<file path="src/rtl/lfsr13_rng_pkg.sv">
// Shared LFSR constants: maximal-length Fibonacci tap masks for widths 3..32
// and the default seed used when the instantiating block does not override it.
package lfsr_pkg;

  localparam logic [31:0] DEFAULT_SEED = 32'h0000_000F;

  // Bit i set means state[i] feeds the XOR; each entry gives a 2^w-1 period.
  function automatic logic [31:0] lfsr_tap_mask(input int w);
    logic [31:0] m;
    case (w)
      3:  m = 32'h0000_0006;
      4:  m = 32'h0000_000C;
      5:  m = 32'h0000_0014;
      6:  m = 32'h0000_0030;
      7:  m = 32'h0000_0060;
      8:  m = 32'h0000_00B8;
      9:  m = 32'h0000_0110;
      10: m = 32'h0000_0240;
      11: m = 32'h0000_0500;
      12: m = 32'h0000_0829;
      13: m = 32'h0000_100D;
      14: m = 32'h0000_2015;
      15: m = 32'h0000_6000;
      16: m = 32'h0000_D008;
      17: m = 32'h0001_2000;
      18: m = 32'h0002_0400;
      19: m = 32'h0004_0023;
      20: m = 32'h0009_0000;
      21: m = 32'h0014_0000;
      22: m = 32'h0030_0000;
      23: m = 32'h0042_0000;
      24: m = 32'h00E1_0000;
      25: m = 32'h0120_0000;
      26: m = 32'h0200_0023;
      27: m = 32'h0400_0013;
      28: m = 32'h0900_0000;
      29: m = 32'h1400_0000;
      30: m = 32'h2000_0029;
      31: m = 32'h4800_0000;
      32: m = 32'h8020_0003;
      default: m = 32'h0000_0000;
    endcase
    return m;
  endfunction

endpackage

</file>
<file path="src/rtl/lfsr13_rng_if.sv">
// Published random word and its one-cycle strobe.
interface lfsr13_rng_if #(parameter int WIDTH = 13);
  logic [WIDTH-1:0] rnd;
  logic             rnd_valid;

  modport master (output rnd, rnd_valid);
  modport slave  (input  rnd, rnd_valid);
endinterface

</file>
<file path="src/rtl/lfsr13_rng_lfsr_core.sv">
// Fibonacci LFSR state register; shifts every clock, recovers from the
// all-zero lock-up state by reloading SEED.
module lfsr_core
  import lfsr_pkg::*;
#(
  parameter int               WIDTH    = 13,
  parameter logic [WIDTH-1:0] TAP_MASK = WIDTH'(lfsr_tap_mask(WIDTH)),
  parameter logic [WIDTH-1:0] SEED     = WIDTH'(DEFAULT_SEED)
) (
  input  logic             clock,
  input  logic             reset,
  output logic [WIDTH-1:0] state,
  output logic [WIDTH-1:0] next
);

  logic [WIDTH-1:0] state_q, state_d;
  logic             fb;

  always_comb begin
    fb      = ^(state_q & TAP_MASK);
    state_d = {state_q[WIDTH-2:0], fb};
    // Zero is a fixed point of the XOR feedback, only reachable by an upset.
    if (state_q == '0) state_d = SEED;
  end

  always_ff @(posedge clock) begin
    if (reset) state_q <= SEED;
    else       state_q <= state_d;
  end

  assign state = state_q;
  assign next  = state_d;

endmodule

</file>
<file path="src/rtl/lfsr13_rng.sv">
// Free-running LFSR noise source; publishes the post-shift state once every
// DECIMATE clocks so consecutive words share no shifted bits.
module lfsr13_rng
  import lfsr_pkg::*;
#(
  parameter int               WIDTH    = 13,
  parameter logic [WIDTH-1:0] TAP_MASK = WIDTH'(lfsr_tap_mask(WIDTH)),
  parameter logic [WIDTH-1:0] SEED     = WIDTH'(DEFAULT_SEED),
  parameter int               DECIMATE = 13
) (
  input  logic             clock,
  input  logic             reset,
  lfsr13_rng_if.master     rng
);

  localparam logic [WIDTH-1:0] SEED_NZ  = (SEED == '0) ? WIDTH'(1) : SEED;
  localparam int               CW       = (DECIMATE > 1) ? $clog2(DECIMATE) : 1;
  localparam logic [CW-1:0]    CNT_LAST = CW'(DECIMATE - 1);

  logic [WIDTH-1:0] core_state_unused;
  logic [WIDTH-1:0] next;
  logic [CW-1:0]    cnt_q, cnt_d;
  logic [WIDTH-1:0] rnd_q, rnd_d;
  logic             rnd_valid_q, rnd_valid_d;

  lfsr_core #(
    .WIDTH    (WIDTH),
    .TAP_MASK (TAP_MASK),
    .SEED     (SEED_NZ)
  ) u_core (
    .clock (clock),
    .reset (reset),
    .state (core_state_unused),
    .next  (next)
  );

  always_comb begin
    cnt_d       = cnt_q + CW'(1);
    rnd_d       = rnd_q;
    rnd_valid_d = 1'b0;
    if (cnt_q == CNT_LAST) begin
      cnt_d       = '0;
      rnd_d       = next;
      rnd_valid_d = 1'b1;
    end
  end

  always_ff @(posedge clock) begin
    if (reset) begin
      cnt_q       <= '0;
      rnd_q       <= '0;
      rnd_valid_q <= 1'b0;
    end else begin
      cnt_q       <= cnt_d;
      rnd_q       <= rnd_d;
      rnd_valid_q <= rnd_valid_d;
    end
  end

  assign rng.rnd       = rnd_q;
  assign rng.rnd_valid = rnd_valid_q;

endmodule

</file>
<file path="src/flat_wrapper.sv">
// flat-port wrapper written by rule: the top's interface ports become plain ports
module lfsr13_rng_flat import lfsr_pkg::*;
#(
  parameter int               WIDTH    = 13,
  parameter logic [WIDTH-1:0] TAP_MASK = WIDTH'(lfsr_tap_mask(WIDTH)),
  parameter logic [WIDTH-1:0] SEED     = WIDTH'(DEFAULT_SEED),
  parameter int               DECIMATE = 13
)
  (clock, reset, rng_rnd, rng_rnd_valid);
  lfsr13_rng_if #(.WIDTH(WIDTH)) rng_i ();
  input  logic clock;
  input  logic reset;
  output wire logic [$bits(rng_i.rnd)-1:0] rng_rnd;
  output wire logic [$bits(rng_i.rnd_valid)-1:0] rng_rnd_valid;
  assign rng_rnd = rng_i.rnd;
  assign rng_rnd_valid = rng_i.rnd_valid;
  lfsr13_rng #(.WIDTH(WIDTH), .TAP_MASK(TAP_MASK), .SEED(SEED), .DECIMATE(DECIMATE)) u_core (.clock(clock), .reset(reset), .rng(rng_i));
endmodule
</file>
<file path="config.mk">
export PLATFORM = sky130hd
export DESIGN_NAME = lfsr13_rng_flat
export DESIGN_NICKNAME = d
export VERILOG_FILES = /design/src/rtl/lfsr13_rng_pkg.sv /design/src/rtl/lfsr13_rng_if.sv /design/src/rtl/lfsr13_rng_lfsr_core.sv /design/src/rtl/lfsr13_rng.sv /design/src/flat_wrapper.sv
export SDC_FILE = /design/constraint.sdc
export NUM_CORES = 1
export LEC_CHECK = 0
export BUFFER_PORTS_ARGS = -buffer_cell sky130_fd_sc_hd__buf_2
export CAP_MARGIN = 20
export CORE_ASPECT_RATIO = 1.75
export CORE_MARGIN = 3
export CORE_UTILIZATION = 33
export CTS_CLUSTER_DIAMETER = 200
export DETAILED_ROUTE_END_ITERATION = 6
export GPL_TIMING_DRIVEN = 0
export SYNTH_ARGS = -nofsm -noshare
export SYNTH_HDL_FRONTEND = slang
export SYNTH_HIERARCHICAL = 1
export SYNTH_SLANG_ARGS = --single-unit
</file>
<file path="constraint.sdc">
create_clock -name clock -period 3.19 [get_ports clock]
set_input_delay 0.1595 -clock clock [delete_from_list [all_inputs] [get_ports clock]]
set_output_delay 0.1595 -clock clock [all_outputs]
set_load 0.05 [all_outputs]
</file>
==> qor.tcl <==
set qor(post_cts_resize_count) 0
set qor(syn-instance-count) 131
set qor(cts_buffer_depth) 2
set qor(synth_fp_nets) 136
set qor(timing.final.max_slew_violations) 0
set qor(yosysUniqueCellTypes) 25
set qor(regToRegEndpoint) {u_core/rng.rnd[0]$_SDFFE_PP0N_}
set qor(wirelength_mm) 2.39
set qor(die_x_um) 51.3
set qor(cts_num_sinks) 31
set qor(fraction_of_layout_instances_using_a_drive_strength_above_1_pct) 21.6
set qor(static-leakage-power_nw) 0.598
set qor(timing_worst_slew_pin_value_ns) 0.445
set qor(synth_enable_flop_cells) 0
set qor(place_congestion) 0.767
set qor(asyncSetResetFlopFracSynth_pct) 0
set qor(post_dp_cell_area_um2) 1320
set qor(critical_path_peak_fanout) 10
set qor(wire_per_inst_um) 12.1
set qor(power.share.sequential_pct) 54.9
set qor(yosys-top-cells-area) {sky130_fd_sc_hd__dfxtp_1 52%, sky130_fd_sc_hd__nand2_1 8.5%, sky130_fd_sc_hd__a21oi_1 6.7%}
set qor(power_frac_clock_pct) 41.9
set qor(required_ns) 3.39
set qor(netlist_top_cells_count) {31 x sky130_fd_sc_hd__dfxtp_1, 27 x sky130_fd_sc_hd__nand2_1, 16 x sky130_fd_sc_hd__a21oi_1}
set qor(cts_hold_repair.buffers) 0
set qor(cts_post_setup_buffers_inserted) 0
set qor(timing.setup.critical_path_class) {reg -> reg}
set qor(cap_viol_max_count) 0
set qor(period_share_pct) 55.3
set qor(cell_with_the_most_instances_after_synthesis) {sky130_fd_sc_hd__dfxtp_1}
set qor(worst_path_arrival_time_ns) 1.97
set qor(yosys.area.top_type_share_pct) 52.3
set qor(grt-ovfl-total) 0
set qor(startpoint_type) {flip-flop}
set qor(total_switching_power_mw) 0.154
set qor(post_synth_instance_area_um2) 1190
set qor(number_of_diodes_added_for_antenna_fixing) 0
set qor(rsz0062_at_grt) {false}
set qor(viasPerCell) 4.61
set qor(worst_skew_pair.late_latency_ns) 0.28
set qor(postSynth.topFlopCell) {sky130_fd_sc_hd__dfxtp_1}
set qor(syn_avg_cell_area_um2) 9.06
set qor(ctsHtreeMaxLevel) 2
set qor(placement.io_buffers) 15
set qor(timing.final.ws_setup_ns) 1.42
set qor(cts-buffers-inserted) 5
set qor(cts_tree) {done}
set qor(floorplan.die_area_um2) 4380
set qor(reg2reg_slack_ns) 1.42
set qor(cts.root.buffer_cell) {sky130_fd_sc_hd__clkbuf_8}
set qor(grt_antenna_before_repair) 0
set qor(first_pass_grt_wire_length_mm) 4.08
set qor(p_sw_share_pct) 21.2
set qor(finalHoldViolCount) 0
set qor(first_pass_iters) 4
set qor(grt_max_degree) 11
set qor(final.setup_skew_ns) 0.00234
set qor(die_h_um) 85.4
set qor(combinationalPowerShare_pct) 3.2
set qor(min_delay_path_depth) 2
set qor(initial_utilization_pct) 34.6
set qor(ir_drop_v) 0.000271
set qor(stdcell_count) 198
set qor(outcome) {finished clean}
set qor(vias_in_the_first_global_route) 951
set qor(ant_nets) 0
set qor(synth_seq_area_share_pct) 52.3
set qor(setup_total_negative_slack_ns) 0
set qor(clk_pin_slew_ns) 0.06
set qor(hpwl_mm) 1.76
set qor(yosysWarnings) 6
set qor(layout.core_utilization_pct) 41.0
set qor(initialDrtViolationCount) 31
set qor(drc) 0
set qor(yosys_register_bits) 31
set qor(worst_setup_path_startpoint) {u_core/u_core/state[2]$_SDFF_PP1_}
set qor(fp-row-count) 28
set qor(synth_area_leader_cell) {sky130_fd_sc_hd__dfxtp_1}
set qor(finalNetCount) 158
set qor(power_density_nw_per_um2) 516
set qor(ios) 16
set qor(crit-reg2reg-launch) {u_core/u_core/state[2]$_SDFF_PP1_}
set qor(fmax_mhz) 567
set qor(number_of_fill_cells) 384
set qor(core-area_um2) 3430
set qor(critPathCaptureType) {flip-flop}
set qor(ff2ff_path_depth) 7
set qor(internal_dissipation_mw) 0.571
set qor(finish.instance_area_um2) 1410
set qor(holdCritPathClass) {in -> reg}
set qor(dpl.cell_count) 191
set qor(vias_after_detailed_routing) 913
set qor(report.final.setup_viol) 0
set qor(globalRouteTotalUtil_pct) 12.8
set qor(dp_worst_setup_slack_ns) 1.50
set qor(min_period_ns) 1.77
set qor(cp-endpoint) {u_core/rng.rnd[0]$_SDFFE_PP0N_}
set qor(area_delta_synth_final_pct) 18.4
set qor(maxSlewHeadroom_pct) 70.3
## registers in the layout, summed over array words and instances, names as in the netlist
| register | count |
|---|---|
| u_core/rng.rnd | 13 |
| u_core/u_core/state | 13 |
| u_core/cnt_q | 4 |
| u_core/rng.rnd_valid | 1 |
## routing by layer
| metal | up-vias | wire, um | global-route usage [%] |
|---|---|---|---|
| li1 | 474 | - | - |
| met5 | - | 0 | 0 |
| met2 | 16 | 1310 | 22.2 |
| met4 | 0 | 81 | 10.5 |
| met3 | 7 | 85 | 3.69 |
| met1 | 416 | 916 | 12.0 |
## power groups by stage
| stage | clock network [mW] | registers, mW | logic, mW |
|---|---|---|---|
| after floorplan | 0 | 0.405 | 0.0170 |
| after global placement | 0 | 0.406 | 0.0222 |
| after detailed placement | 0 | 0.407 | 0.0234 |
| after CTS | 0.318 | 0.398 | 0.0234 |
| after global routing | 0.336 | 0.399 | 0.0271 |
| final | 0.304 | 0.398 | 0.0233 |
## stage by stage
step           power [mW]  hold WS [ns]
2_1_floorplan       0.422         0.231
3_3_place_gp        0.429         0.442
3_5_place_dp        0.430         0.446
4_1_cts             0.740         0.162
5_1_grt             0.762         0.186
6_report            0.725         0.167
## cell usage in the layout, fill, tap and decap left out
cell type and count:
sky130_fd_sc_hd__ha_1 3, sky130_fd_sc_hd__clkinv_2 1, sky130_fd_sc_hd__xnor3_1 1, sky130_fd_sc_hd__nor3b_1 1, sky130_fd_sc_hd__nor2b_1 8, sky130_fd_sc_hd__or4_4 1, sky130_fd_sc_hd__inv_1 7, sky130_fd_sc_hd__and3_2 1
sky130_fd_sc_hd__inv_2 1, sky130_fd_sc_hd__dfxtp_1 31, sky130_fd_sc_hd__a211o_2 1, sky130_fd_sc_hd__nor2_1 1, sky130_fd_sc_hd__buf_2 20, sky130_fd_sc_hd__a21oi_1 16, sky130_fd_sc_hd__clkbuf_8 6, sky130_fd_sc_hd__o31a_1 1
sky130_fd_sc_hd__buf_6 2, sky130_fd_sc_hd__nand2_1 27, sky130_fd_sc_hd__nand3_1 1, sky130_fd_sc_hd__or4b_1 1, sky130_fd_sc_hd__o311ai_1 4, sky130_fd_sc_hd__nor3_1 1, sky130_fd_sc_hd__o31ai_1 4, sky130_fd_sc_hd__or4_1 2
sky130_fd_sc_hd__clkbuf_1 9, sky130_fd_sc_hd__o311a_1 1, sky130_fd_sc_hd__o21ai_0 1
## worst max-delay path: stages, from the launching register on
cell and delay [ns]:
sky130_fd_sc_hd__dfxtp_1 0.30, sky130_fd_sc_hd__inv_1 0.11, sky130_fd_sc_hd__ha_1 0.15, sky130_fd_sc_hd__or4b_1 0.42
sky130_fd_sc_hd__buf_2 0.19, sky130_fd_sc_hd__o31ai_1 0.29, sky130_fd_sc_hd__nand2_1 0.09, sky130_fd_sc_hd__a21oi_1 0.14
## final cells by class
| cell class | instances | area [um2] | area share [%] |
|---|---|---|---|
| inverter | 8 | 30.0 | 2.14 |
| clock inverter | 1 | 5.00 | 0.356 |
| buffer | 16 | 81.3 | 5.78 |
| timing repair buffer | 15 | 75.1 | 5.34 |
| clock buffer | 6 | 82.6 | 5.87 |
| multi-input combinational | 76 | 455 | 32.4 |
| tap | 45 | 56.3 | 4.00 |
| sequential | 31 | 621 | 44.1 |
## worst min-delay path by stage
stage	startpoint	end
final	reset	u_core/u_core/state[5]$_SDFF_PP0_
after global routing	reset	u_core/u_core/state[5]$_SDFF_PP0_
after CTS	reset	u_core/u_core/state[5]$_SDFF_PP0_
after detailed placement	u_core/rng.rnd[2]$_SDFFE_PP0N_	u_core/rng.rnd[2]$_SDFFE_PP0N_
after global placement	u_core/rng.rnd[7]$_SDFFE_PP0N_	u_core/rng.rnd[7]$_SDFFE_PP0N_
after floorplan	reset	u_core/u_core/state[10]$_SDFF_PP0_
## cells by family after synthesis
group                      after synthesis  synth area share (%)
and+or+nand+nor                         44                  18.2
buffers and inverters                   24                  9.38
adders and majority gates                3                  3.16
xor gates and xnor gates                 1                  1.90
DFF                                     31                  52.3
AOI/OAI and AO/OA                       28                  15.1
Note: power is estimated with default switching activity, not from simulation.
